$ cat src/rtl/aesl_deadlock_monitor_param.sv
//-----------------------------------------------------------------------------
// aesl_deadlock_monitor_param
//
// Dataflow deadlock monitor used in C/RTL cosimulation. There is one instance
// per dataflow region. It watches NUM_PROC dataflow processes and NUM_AXIS
// AXI-Stream channels. Each channel belongs to one process.
//
// The monitor declares a deadlock only after a global stall has lasted
// CONFIRM_CYCLES consecutive cycles. A global stall means:
//   - every process is idle, FIFO-blocked, or owns a blocked AXIS channel, and
//   - at least one AXIS channel is blocked.
//
// When the deadlock is declared, the monitor:
//   - latches a per-channel culprit snapshot, and
//   - counts how long the stall lasts.
//
// Parameters:
//   NUM_PROC       number of dataflow processes (1..64)
//   NUM_AXIS       number of monitored AXIS channels (1..32)
//   AXIS_PROC_MAP  8 bits per channel; field c is the owning process of
//                  channel c. A field >= NUM_PROC detaches that channel.
//   CONFIRM_CYCLES consecutive stalled cycles required before block (>=1)
//   STICKY         1: block held until clear/reset; 0: drops when stall ends
//   CNT_W          width of stall_cnt
//
// Ports:
//   clock            sole clock, rising edge
//   reset            synchronous, active-high, full register reset
//   clear            synchronous clear of the latched deadlock state
//   axis_block_sigs  [NUM_AXIS]   per-channel AXIS blocked
//   inst_idle_sigs   [NUM_PROC]   per-process idle
//   inst_block_sigs  [NUM_PROC]   per-process FIFO/channel blocked
//   axis_block_info  [2*NUM_AXIS] culprit snapshot, 2 bits per channel:
//                                 11 primary (lowest blocked), 01 blocked,
//                                 00 clear; all zero unless block=1
//   block            deadlock declared
//   stall_cnt        [CNT_W]      cycles spent deadlocked, saturating
//
// All outputs come straight from registers. There is no input-to-output
// combinational path.
//-----------------------------------------------------------------------------
module aesl_deadlock_monitor_param #(
  parameter int                    NUM_PROC       = 5,
  parameter int                    NUM_AXIS       = 2,
  parameter logic [8*NUM_AXIS-1:0] AXIS_PROC_MAP  = {8'd4, 8'd1},
  parameter int                    CONFIRM_CYCLES = 1,
  parameter bit                    STICKY         = 1'b1,
  parameter int                    CNT_W          = 16
) (
  input  logic                  clock,
  input  logic                  reset,
  input  logic                  clear,
  input  logic [NUM_AXIS-1:0]   axis_block_sigs,
  input  logic [NUM_PROC-1:0]   inst_idle_sigs,
  input  logic [NUM_PROC-1:0]   inst_block_sigs,
  output logic [2*NUM_AXIS-1:0] axis_block_info,
  output logic                  block,
  output logic [CNT_W-1:0]      stall_cnt
);

  // The run counter only ever holds 0..CONFIRM_CYCLES-1.
  localparam int RUN_W = (CONFIRM_CYCLES > 1) ? $clog2(CONFIRM_CYCLES) : 1;

  typedef enum logic [1:0] {
    ST_IDLE    = 2'd0,
    ST_PENDING = 2'd1,
    ST_BLOCKED = 2'd2
  } state_e;

  state_e                state_q, state_d;
  logic [RUN_W-1:0]      run_q, run_d;
  logic [CNT_W-1:0]      cnt_q, cnt_d;
  logic [2*NUM_AXIS-1:0] snap_q, snap_d;
  logic                  block_q, block_d;

  logic [NUM_PROC-1:0]   axis_vec;
  logic [NUM_PROC-1:0]   stopped;
  logic                  stop_now;
  logic [2*NUM_AXIS-1:0] snap_new;
  logic                  found;

  //---------------------------------------------------------------------------
  // Fold the AXIS channels onto their owning processes.
  //
  // A channel whose map entry is >= NUM_PROC never matches any process index,
  // so it drops out of the stall decision.
  //---------------------------------------------------------------------------
  always_comb begin
    // NOTE: every variable assigned in always_comb gets a default first, so
    // no path leaves it unassigned and no latch is inferred.
    axis_vec = '0;
    for (int p = 0; p < NUM_PROC; p++) begin
      for (int c = 0; c < NUM_AXIS; c++) begin
        if (int'(AXIS_PROC_MAP[8*c +: 8]) == p) begin
          axis_vec[p] = axis_vec[p] | axis_block_sigs[c];
        end
      end
    end
  end

  assign stopped = inst_idle_sigs | inst_block_sigs | axis_vec;

  // An all-idle region is a finished region, not a deadlock.
  // At least one AXIS block has to take part.
  assign stop_now = (|axis_vec) & (&stopped);

  //---------------------------------------------------------------------------
  // Culprit snapshot candidate.
  //
  // The lowest-index blocked channel is marked as primary (11).
  // Every other blocked channel is marked 01.
  //---------------------------------------------------------------------------
  always_comb begin
    snap_new = '0;
    found    = 1'b0;
    for (int c = 0; c < NUM_AXIS; c++) begin
      if (axis_block_sigs[c]) begin
        snap_new[2*c +: 2] = found ? 2'b01 : 2'b11;
        found              = 1'b1;
      end
    end
  end

  //---------------------------------------------------------------------------
  // Next-state logic.
  //
  // clear is checked first, so it overrides an entry to BLOCKED on the same
  // edge.
  //---------------------------------------------------------------------------
  always_comb begin
    state_d = state_q;
    run_d   = run_q;
    cnt_d   = cnt_q;
    snap_d  = snap_q;

    if (clear) begin
      state_d = ST_IDLE;
      run_d   = '0;
      cnt_d   = '0;
      snap_d  = '0;
    end else begin
      case (state_q)
        ST_IDLE: begin
          run_d = '0;
          if (stop_now) begin
            if (CONFIRM_CYCLES == 1) begin
              state_d = ST_BLOCKED;
              snap_d  = snap_new;
            end else begin
              state_d = ST_PENDING;
              run_d   = RUN_W'(1);
            end
          end
        end

        ST_PENDING: begin
          if (!stop_now) begin
            // A single running cycle forfeits all accumulated credit.
            state_d = ST_IDLE;
            run_d   = '0;
          end else if (run_q == RUN_W'(CONFIRM_CYCLES - 1)) begin
            state_d = ST_BLOCKED;
            run_d   = '0;
            snap_d  = snap_new;
          end else begin
            run_d = run_q + RUN_W'(1);
          end
        end

        ST_BLOCKED: begin
          if (!STICKY && !stop_now) begin
            state_d = ST_IDLE;
            cnt_d   = '0;
            snap_d  = '0;
          end else if (cnt_q != {CNT_W{1'b1}}) begin
            cnt_d = cnt_q + CNT_W'(1);
          end
        end

        default: begin
          state_d = ST_IDLE;
          run_d   = '0;
          cnt_d   = '0;
          snap_d  = '0;
        end
      endcase
    end

    block_d = (state_d == ST_BLOCKED);
  end

  //---------------------------------------------------------------------------
  // State registers.
  //---------------------------------------------------------------------------
  always_ff @(posedge clock) begin
    // NOTE: sequential state uses non-blocking assignments, so every flop
    // samples the pre-edge values and simulation matches the hardware.
    if (reset) begin
      state_q <= ST_IDLE;
      run_q   <= '0;
      cnt_q   <= '0;
      // NOTE: the snapshot is a handful of flops, not a memory array. It is
      // reset along with everything else, so a stale culprit can never leak
      // out after reset.
      snap_q  <= '0;
      block_q <= 1'b0;
    end else begin
      state_q <= state_d;
      run_q   <= run_d;
      cnt_q   <= cnt_d;
      snap_q  <= snap_d;
      block_q <= block_d;
    end
  end

  //---------------------------------------------------------------------------
  // Outputs: registered values only.
  //---------------------------------------------------------------------------
  assign block           = block_q;
  assign stall_cnt       = cnt_q;
  assign axis_block_info = block_q ? snap_q : '0;

endmodule

$ cat config.mk
export PLATFORM = sky130hd
export DESIGN_NAME = aesl_deadlock_monitor_param
export DESIGN_NICKNAME = d
export VERILOG_FILES = /design/src/rtl/aesl_deadlock_monitor_param.sv
export SDC_FILE = /design/constraint.sdc
export NUM_CORES = 1
export LEC_CHECK = 0
export BUFFER_PORTS_ARGS = -buffer_cell sky130_fd_sc_hd__buf_4
export CAP_MARGIN = 10
export CORE_ASPECT_RATIO = 0.9
export CORE_MARGIN = 5
export CORE_UTILIZATION = 45
export CTS_CLUSTER_SIZE = 12
export DETAILED_ROUTE_END_ITERATION = 6
export GPL_TIMING_DRIVEN = 0
export PLACE_DENSITY = 0.78
export SLEW_MARGIN = 20
export SYNTH_ARGS = -nofsm -noshare
export SYNTH_HDL_FRONTEND = slang
export SYNTH_SLANG_ARGS = --single-unit
export TNS_END_PERCENT = 10
$ cat constraint.sdc
create_clock -name clock -period 2.8 [get_ports clock]
set_clock_uncertainty 0.05 [all_clocks]
set_input_delay 0 -clock clock [delete_from_list [all_inputs] [get_ports clock]]
set_output_delay 0 -clock clock [all_outputs]
set_load 0.1 [all_outputs]
After elaboration in Yosys (flattened, before gate mapping) --
Cells that the tools add are included.
Word-level totals: flip-flop bits (word level) 24, bits in latches 0, memory bits (writable) 0, memory bits (read-only) 0, input bits 15, output and inout bits 21, memories 0
Cells by class: $add $sub $neg 2, $mul 0, div/mod/pow operators 0, magnitude comparators 0, equality and inequality tests 8, shift-type cells 0, muxes and demuxes 19, bitwise operators 5, reductions and logical operators 7
Operators with widths (number):
- 16-bit case mux with 2 select lines | 1
- 16-bit by 1-bit adder with 16-bit output, second input constant | 1
- 16-bit two-way mux | 1
- 4-bit two-way mux | 4
- 16-bit inequality test, second input constant | 1
- 2-bit two-way mux | 7
- 4-bit case mux with 3 select lines | 1
- 5-bit OR | 2
- 2-bit inequality test, second input constant | 4
- 2-bit case mux with 3 select lines | 1
- 2-bit OR reduction | 3
- 5-bit AND reduction | 1
- 2-bit == test, second input constant | 2
- 4-bit AND reduction | 1
- 1-bit two-way mux | 3
- 2-bit by 1-bit == test with 1-bit output, second input constant | 1
- 2-bit zero test | 1
- 1-bit inverter | 2
- 1-bit case mux with 2 select lines | 1
- 2-bit AND reduction | 1
- 1-bit adder, second input constant | 1
- 1-bit AND | 1

Longest topological paths before layout --
Gate-level depths: netlist (run 1).
word-level depth 8, depth in mapped cells 6, depth with buffers taken out 5

Worst setup path after synthesis (run 1) --
No wires, ideal clock.
path kind flip-flop to flip-flop, start reg cnt_q[1] (netlist: stall_cnt[1]), end reg cnt_q[12] (netlist: stall_cnt[12]), library setup time 0.070 ns, arrival time 2.278 ns, data required time 2.680 ns, setup slack 0.402 ns, cell stages (with the launch flop) 6, path buffers 0, period minus slack after synthesis 2.398 ns, cell sequence dfxtp_1 -> ha_1 -> nand4_2 -> o21bai_4 -> or4_1 -> a21oi_1
On the way: word-level cells in the longest chain between the ends 3, elaborated cells between the ends (all ways) 6, classes of those cells add/sub: 1; eq/ne: 2; mux: 2; reduce/logical: 1
RTL lines:
- from (decl) | line 72 | logic [CNT_W-1:0] cnt_q, cnt_d;
- from (signal assigned) | line 210 | cnt_q <= cnt_d;
- 16-bit by 1-bit adder with 16-bit output / 16-bit inequality test (equally long branches) | line 176, 175
- 16-bit two-way mux / 2-bit inequality test (equally long branches)
- 16-bit case mux with 2 select lines / 2-bit AND reduction (equally long branches)
Parallel ways exist; a longest one is shown, timed or not. The select of a mux whose other input is x is not followed. A chain may end at the register's enable or synchronous reset.

Worst setup path in the final report (run 1) --
start reg cnt_q[0] (netlist: stall_cnt[0]), end reg cnt_q[12] (netlist: stall_cnt[12])
Same word-level chain as after synthesis.

==> results of run 1 <==
-- worst min-delay path, cell delays in order --
cell      delay [ns]
buf_4           0.08
nor3_1          0.07
o211ai_1        0.17
a21oi_1         0.06
-- registers in the layout, indices dropped and copies added (netlist names) --
signal / count
block: 1
snap_q: 3
stall_cnt: 16
state_q: 2
-- kinds of logic after synthesis --
logic type               share of synthesized area
AND/OR/NAND/NOR                              0.304
multiplexers                                0.0409
other                                      0.00307
flip-flops                                   0.360
AO/OA/AOI/OAI                                0.248
adder cells (fa/ha/maj)                     0.0102
buffers and inverters                       0.0338
-- routing by layer --
layer  part of all wire  vias up  global-route usage
li1                   -      608                   -
met3              0.038        2              0.0285
met4             0.0065        0              0.0542
met2               0.50       23               0.297
met1               0.45      557               0.191
met5                  0        -                   0
-- final cells by class --
class / count / area, um^2 / area share
Buffer: 4 / 26.3 / 0.0164
Clock buffer: 4 / 36.3 / 0.0227
Inverter: 4 / 15.0 / 0.00939
Multi-Input combinational cell: 105 / 741 / 0.463
Sequential cell: 22 / 440 / 0.275
Tap cell: 30 / 37.5 / 0.0235
Timing Repair Buffer: 39 / 303 / 0.189
-- final timing paths --
kind                      startpoint       endpoint  cells past startpoint
setup / recovery        stall_cnt[0]  stall_cnt[12]                      5
hold / removal    inst_block_sigs[1]      snap_q[3]                      4
setup reg to reg        stall_cnt[0]  stall_cnt[12]                      5
hold reg to reg            snap_q[3]      snap_q[3]                      2
-- timing repair --
action	4_1_cts	5_1_grt
hold buffers	4	0
setup endpoints to repair	0	0
buffers inserted	0	0
endpoints found under the hold margin	4	0
-- synthesized netlist by cell type, types with 2 or more instances --
cell      instances
or4_1             6
nand4_1           3
nor2_1            5
and4_4            2
inv_1             4
clkbuf_1          2
or2_2             5
nand3_1           5
nor3_1            2
and2_1            3
nand2_1          15
o31ai_1           5
o211ai_1          3
a211o_1           2
o21ai_0           4
a21oi_1          12
a211oi_1          5
mux2i_1           5
dfxtp_1          22
-- report_power, final --
| group | internal [mW] | switching [mW] |
|---|---|---|
| logic | 0.0297 | 0.0333 |
| registers | 0.316 | 0.00304 |
| clock network | 0.0793 | 0.0993 |
| total | 0.425 | 0.136 |
==> results by group, run 1 <==
Outcome
  • Outcome: finished clean

Cells and area
  • Layout Cells excl Fill: 208
  • Filler cells: 259
  • Most frequent cells in the layout: buf_4 (36), dfxtp_1 (22), nand2_1 (15)
  • Area delta synth->final: 30.8%
  • Layout Utilization: 0.597
  • Post-Layout Inst Area: 1600 um^2
  • Commonest non-fill, non-tap cell in the layout: buf_4
  • Fraction of layout cells with a size suffix above 1: 0.320
  • ANT cells: 0
  • Final nets: 195

Floorplan
  • Die ar.: 3860 um^2
  • # IOs: 36
  • Initial Util: 0.456
  • Core Box Area: 2680 um^2
  • Die Wd: 64.9 um
  • Die Y: 59.4 um
  • Row count: 18

Setup path
  • CP Launch Type: flip-flop
  • Worst path slowest cell: dfxtp_1
  • R2r setup slk: 0.99 ns
  • Crit path DAT: 2.00 ns
  • WP data required: 2.99 ns
  • Max incr delay on CP: 0.45 ns
  • CP Capture Type: flip-flop
  • CP Cell Sequence: ha_1 > nand4_2 > o21bai_4 > or4_1 > a21oi_1
  • Peak fanout along the critical path: 7
  • Worst path bufs/invs: 0
  • WS Path Type: flip-flop to flip-flop
  • Crit path max-delay family: simple AND/OR/NAND/NOR gates

Yosys
  • Number of synthesized flops with an enable pin: 0
  • Synthesized area per cell: 9.05 um^2
  • Unique masters post-synth: 44
  • Largest cells by area after synthesis: dfxtp_1 (36%), a21oi_1 (4.9%), nand2_1 (4.6%), mux2i_1 (4.1%), or4_1 (3.7%)
  • Mapped Area: 1220 um^2
  • Asr flop ratio synth: 0
  • Top cell type by total area after synthesis: dfxtp_1
  • Most used DFF post-synth: dfxtp_1
  • Yosys warns: 0
  • FF+latch count, synth: 22
  • Post-synthesis sequential area ratio: 0.360
  • Post-Synthesis Cells: 135
  • Yosys top cell area share: 0.360
  • Synthesized Nets: 151

Global route
  • Total GRT Usage: 0.162
  • Number of global-route vias before repair: 1148
  • Remaining global-route overflow: 0
  • First-pass GRT wire length: 4.94 mm
  • Largest net degree at the start of global routing: 13
  • Antenna violations before repair: 0

Power and ir drop
  • Leakage: 0.609 nW
  • Pwr Total: 0.561 mW
  • Worst IR Drop VDD: 0.192 mV
  • Power per cell area: 351 nW/um^2

CTS
  • CTS HTree Levels: 1
  • Clock transition at path regs: 0.13 ns
  • Clock latency on the worst-skew pair: 0.30 ns
  • Post-cts resize count: 0
  • CTS tree: yes
  • Longest Clk Path Bufs: 2
  • Clk root buf: clkbuf_4
  • Cts bufs inserted: 3
  • Clock Sinks: 22

Timing
  • Final hold violations: 0
  • RSZ-0062 raised after global routing: no
  • Worst setup margin: 0.993 ns
  • WHS: 0.0639 ns
  • Fmax: 553 MHz
  • Final worst-path cycle share: 0.646
  • Total negative slack: 0 ns
  • Max-slew headroom: 0.589
  • Final number of setup-violating endpoints: 0
  • Worst-margin pin slew: 0.617 ns
  • Clock period minus final worst setup slack: 1.81 ns
  • Final slew viol count: 0

Place
  • Gpl congestion: 0.815
  • Detail Placement HPWL: 2.23 mm
  • Placed cell areas: 1520 um^2
  • Post-Place Worst Slack: 1.03 ns
  • IO buf count: 35
  • # placed instances: 200

Routing
  • Iteration-0 DRC Markers: 46
  • Detailed Routing Iterations Pass 1: 4
  • Post-DR vias/cell: 5.72
  • Via Count: 1190
  • Antenna viol nets, final: 0
  • Routed WL: 2.94 mm
  • # DRC: 0
  • Wirelength per Cell: 14.1 um

Hold path
  • Hold Path Class: primary input to flip-flop

Run
  • Max cap viols: 0
(Power assumes the default switching activity.)
==> run 2, diff against run 1 <==
- PLACE_DENSITY: 0.78 -> 0.81
- clock period: 2.8 -> 1.6 ns (I/O delays scaled with it)
==> run 2 against run 1 <==
  * Sequential share of layout area increased by 1.4 points
  * Count of clock-buffer cells in the layout unchanged
  * First-iteration DRC count increased by 30%
==> results by group, run 2 (synthesis results as in run 1) <==
Outcome
  • Outcome: finished clean (unchanged)

Global route
  • First-pass GRT wire length: 5.06 mm (was 4.94 mm)
  • Largest net degree at the start of global routing: 13 (unchanged)
  • Total GRT Usage: 0.166 (was 0.162)
  • Antenna violations before repair: 0 (unchanged)
  • Number of global-route vias before repair: 1159 (was 1148)
  • Remaining global-route overflow: 0 (unchanged)

Place
  • Placed cell areas: 1600 um^2 (was 1520 um^2)
  • IO buf count: 35 (unchanged)
  • Gpl congestion: 0.767 (was 0.815)
  • Detail Placement HPWL: 2.23 mm (about the same)
  • # placed instances: 200 (unchanged)

Timing
  • Clock period minus final worst setup slack: 1.55 ns (was 1.81 ns)
  • Final hold violations: 0 (unchanged)
  • Fmax: 644 MHz (was 553 MHz)
  • Final slew viol count: 0 (unchanged)
  • Max-slew headroom: 0.563 (was 0.589)
  • Final worst-path cycle share: 0.971 (was 0.646)
  • RSZ-0062 raised after global routing: yes (was no)
  • Worst-margin pin slew: 0.655 ns (was 0.617 ns)
  • Final number of setup-violating endpoints: 0 (unchanged)

Cells and area
  • Commonest non-fill, non-tap cell in the layout: buf_4 (unchanged)
  • ANT cells: 0 (unchanged)
  • Area delta synth->final: 40.9% (was 30.8%)
  • Fraction of layout cells with a size suffix above 1: 0.459 (was 0.320)
  • Layout Cells excl Fill: 211 (was 208)
  • Largest register FFs: 16 (unchanged)
  • Post-Layout Inst Area: 1720 um^2 (was 1600 um^2)
  • Most frequent cells in the layout: buf_4 (39), nand2_1 (15), dfxtp_4 (14) (was buf_4 (36), dfxtp_1 (22), nand2_1 (15))
  • Final nets: 198 (was 195)

Hold path
  • HP Start: inst_idle_sigs[4] (was inst_block_sigs[1])
  • Hold Path Class: primary input to flip-flop (unchanged)

CTS
  • Cts bufs inserted: 3 (unchanged)
  • Clk root buf: clkbuf_4 (unchanged)
  • Clock Sinks: 22 (unchanged)
  • Clock transition at path regs: 0.13 ns (about the same)
  • CTS tree: yes (unchanged)
  • Clock latency on the worst-skew pair: 0.31 ns (was 0.30 ns)
  • Longest Clk Path Bufs: 2 (unchanged)
  • CTS HTree Levels: 1 (unchanged)

Floorplan
  • Die Wd: 64.9 um (unchanged)
  • Row count: 18 (unchanged)
  • Die Y: 59.4 um (unchanged)
  • # IOs: 36 (unchanged)
  • Core Box Area: 2680 um^2 (unchanged)
  • Die ar.: 3860 um^2 (unchanged)
  • Initial Util: 0.456 (unchanged)

Routing
  • Wirelength per Cell: 14.1 um (about the same)
  • Detailed Routing Iterations Pass 1: 5 (was 4)
  • Routed WL: 2.98 mm (was 2.94 mm)
  • Antenna viol nets, final: 0 (unchanged)
  • Via Count: 1230 (was 1190)
  • # DRC: 0 (unchanged)
  • Post-DR vias/cell: 5.83 (was 5.72)
  • Iteration-0 DRC Markers: 60 (was 46)

Setup path
  • Peak fanout along the critical path: 6 (was 7)
  • Crit path DAT: 1.75 ns (was 2.00 ns)
  • WS Path Type: flip-flop to flip-flop (unchanged)
  • CP Capture Type: flip-flop (unchanged)
  • WP data required: 1.80 ns (was 2.99 ns)
  • CP Launch Type: flip-flop (unchanged)
  • Worst setup path start: stall_cnt[3] (was stall_cnt[0])
  • Reg2reg start: stall_cnt[3] (was stall_cnt[0])

Power and ir drop
  • Power per cell area: 563 nW/um^2 (was 351 nW/um^2)
  • Leakage: 0.661 nW (was 0.609 nW)
  • Worst IR Drop VDD: 0.451 mV (was 0.192 mV)

Run
  • Max cap viols: 0 (unchanged)
## run 2: changes by cell type in the layout (fill, tap and decap cells not counted), sizes merged
cell,previous run,this run
buf,37,41
clkbuf,6,5
## run 2: area by class of cell
type / instances / area (um^2)
Fill cell: 202 / 957
Multi-Input combinational cell: 105 / 779
Sequential cell: 22 / 498
Timing Repair Buffer: 42 / 325
Tap cell: 30 / 37.5
Clock buffer: 4 / 36.3
Buffer: 4 / 31.3
Inverter: 4 / 15.0
## run 2: worst max-delay path: stages (launching register included)
cell      delay [ns]
dfxtp_4         0.41
and4_4          0.28
o311ai_4        0.13
or4_1           0.48
a21oi_1         0.15
## run 2: where the power goes
part	total [mW]	switching [mW]	internal (mW)
Sequential	0.536	0.00579	0.531
Clock	0.320	0.181	0.139
Combinational	0.114	0.0595	0.0545
## run 2: final timing paths
path	to	slack [ns]	depth (start not counted)
setup reg to reg	stall_cnt[15]	0.05	4
setup / recovery	stall_cnt[15]	0.05	4
hold reg to reg	stall_cnt[7]	0.45	2
hold / removal	block	0.08	5
## run 2: stage by stage
step	hold WS (ns)	total power [mW]	TNS (ns)	setup WS [ns]	util
finish	0.0764	0.970	0	0.0462	0.643
global placement	0.223	0.648	0	0.0211	0.598
floorplan	0.0860	0.608	-0.900	-0.118	-
CTS	0.0764	0.965	0	0.00690	0.628
global route	0.0652	1.01	-0.0401	-0.0217	0.643
detailed placement	0.242	0.651	-0.00140	-0.00140	0.598
## run 2: layer usage
metal	share of wire	up-vias	GRT usage
li1	-	615	-
met1	0.46	583	0.201
met2	0.48	30	0.289
met3	0.050	2	0.0455
met4	0.0077	0	0.0482
met5	0	-	0
## run 2: repair_timing
| item | CTS | global route |
|---|---|---|
| pin swaps | 0 | 1 |
| hold buffers | 4 | 0 |
| resized for setup | 2 | 5 |
| hold endpoints to repair | 4 | 0 |
| setup endpoints to repair | 2 | 12 |
| setup buffers | 0 | 3 |
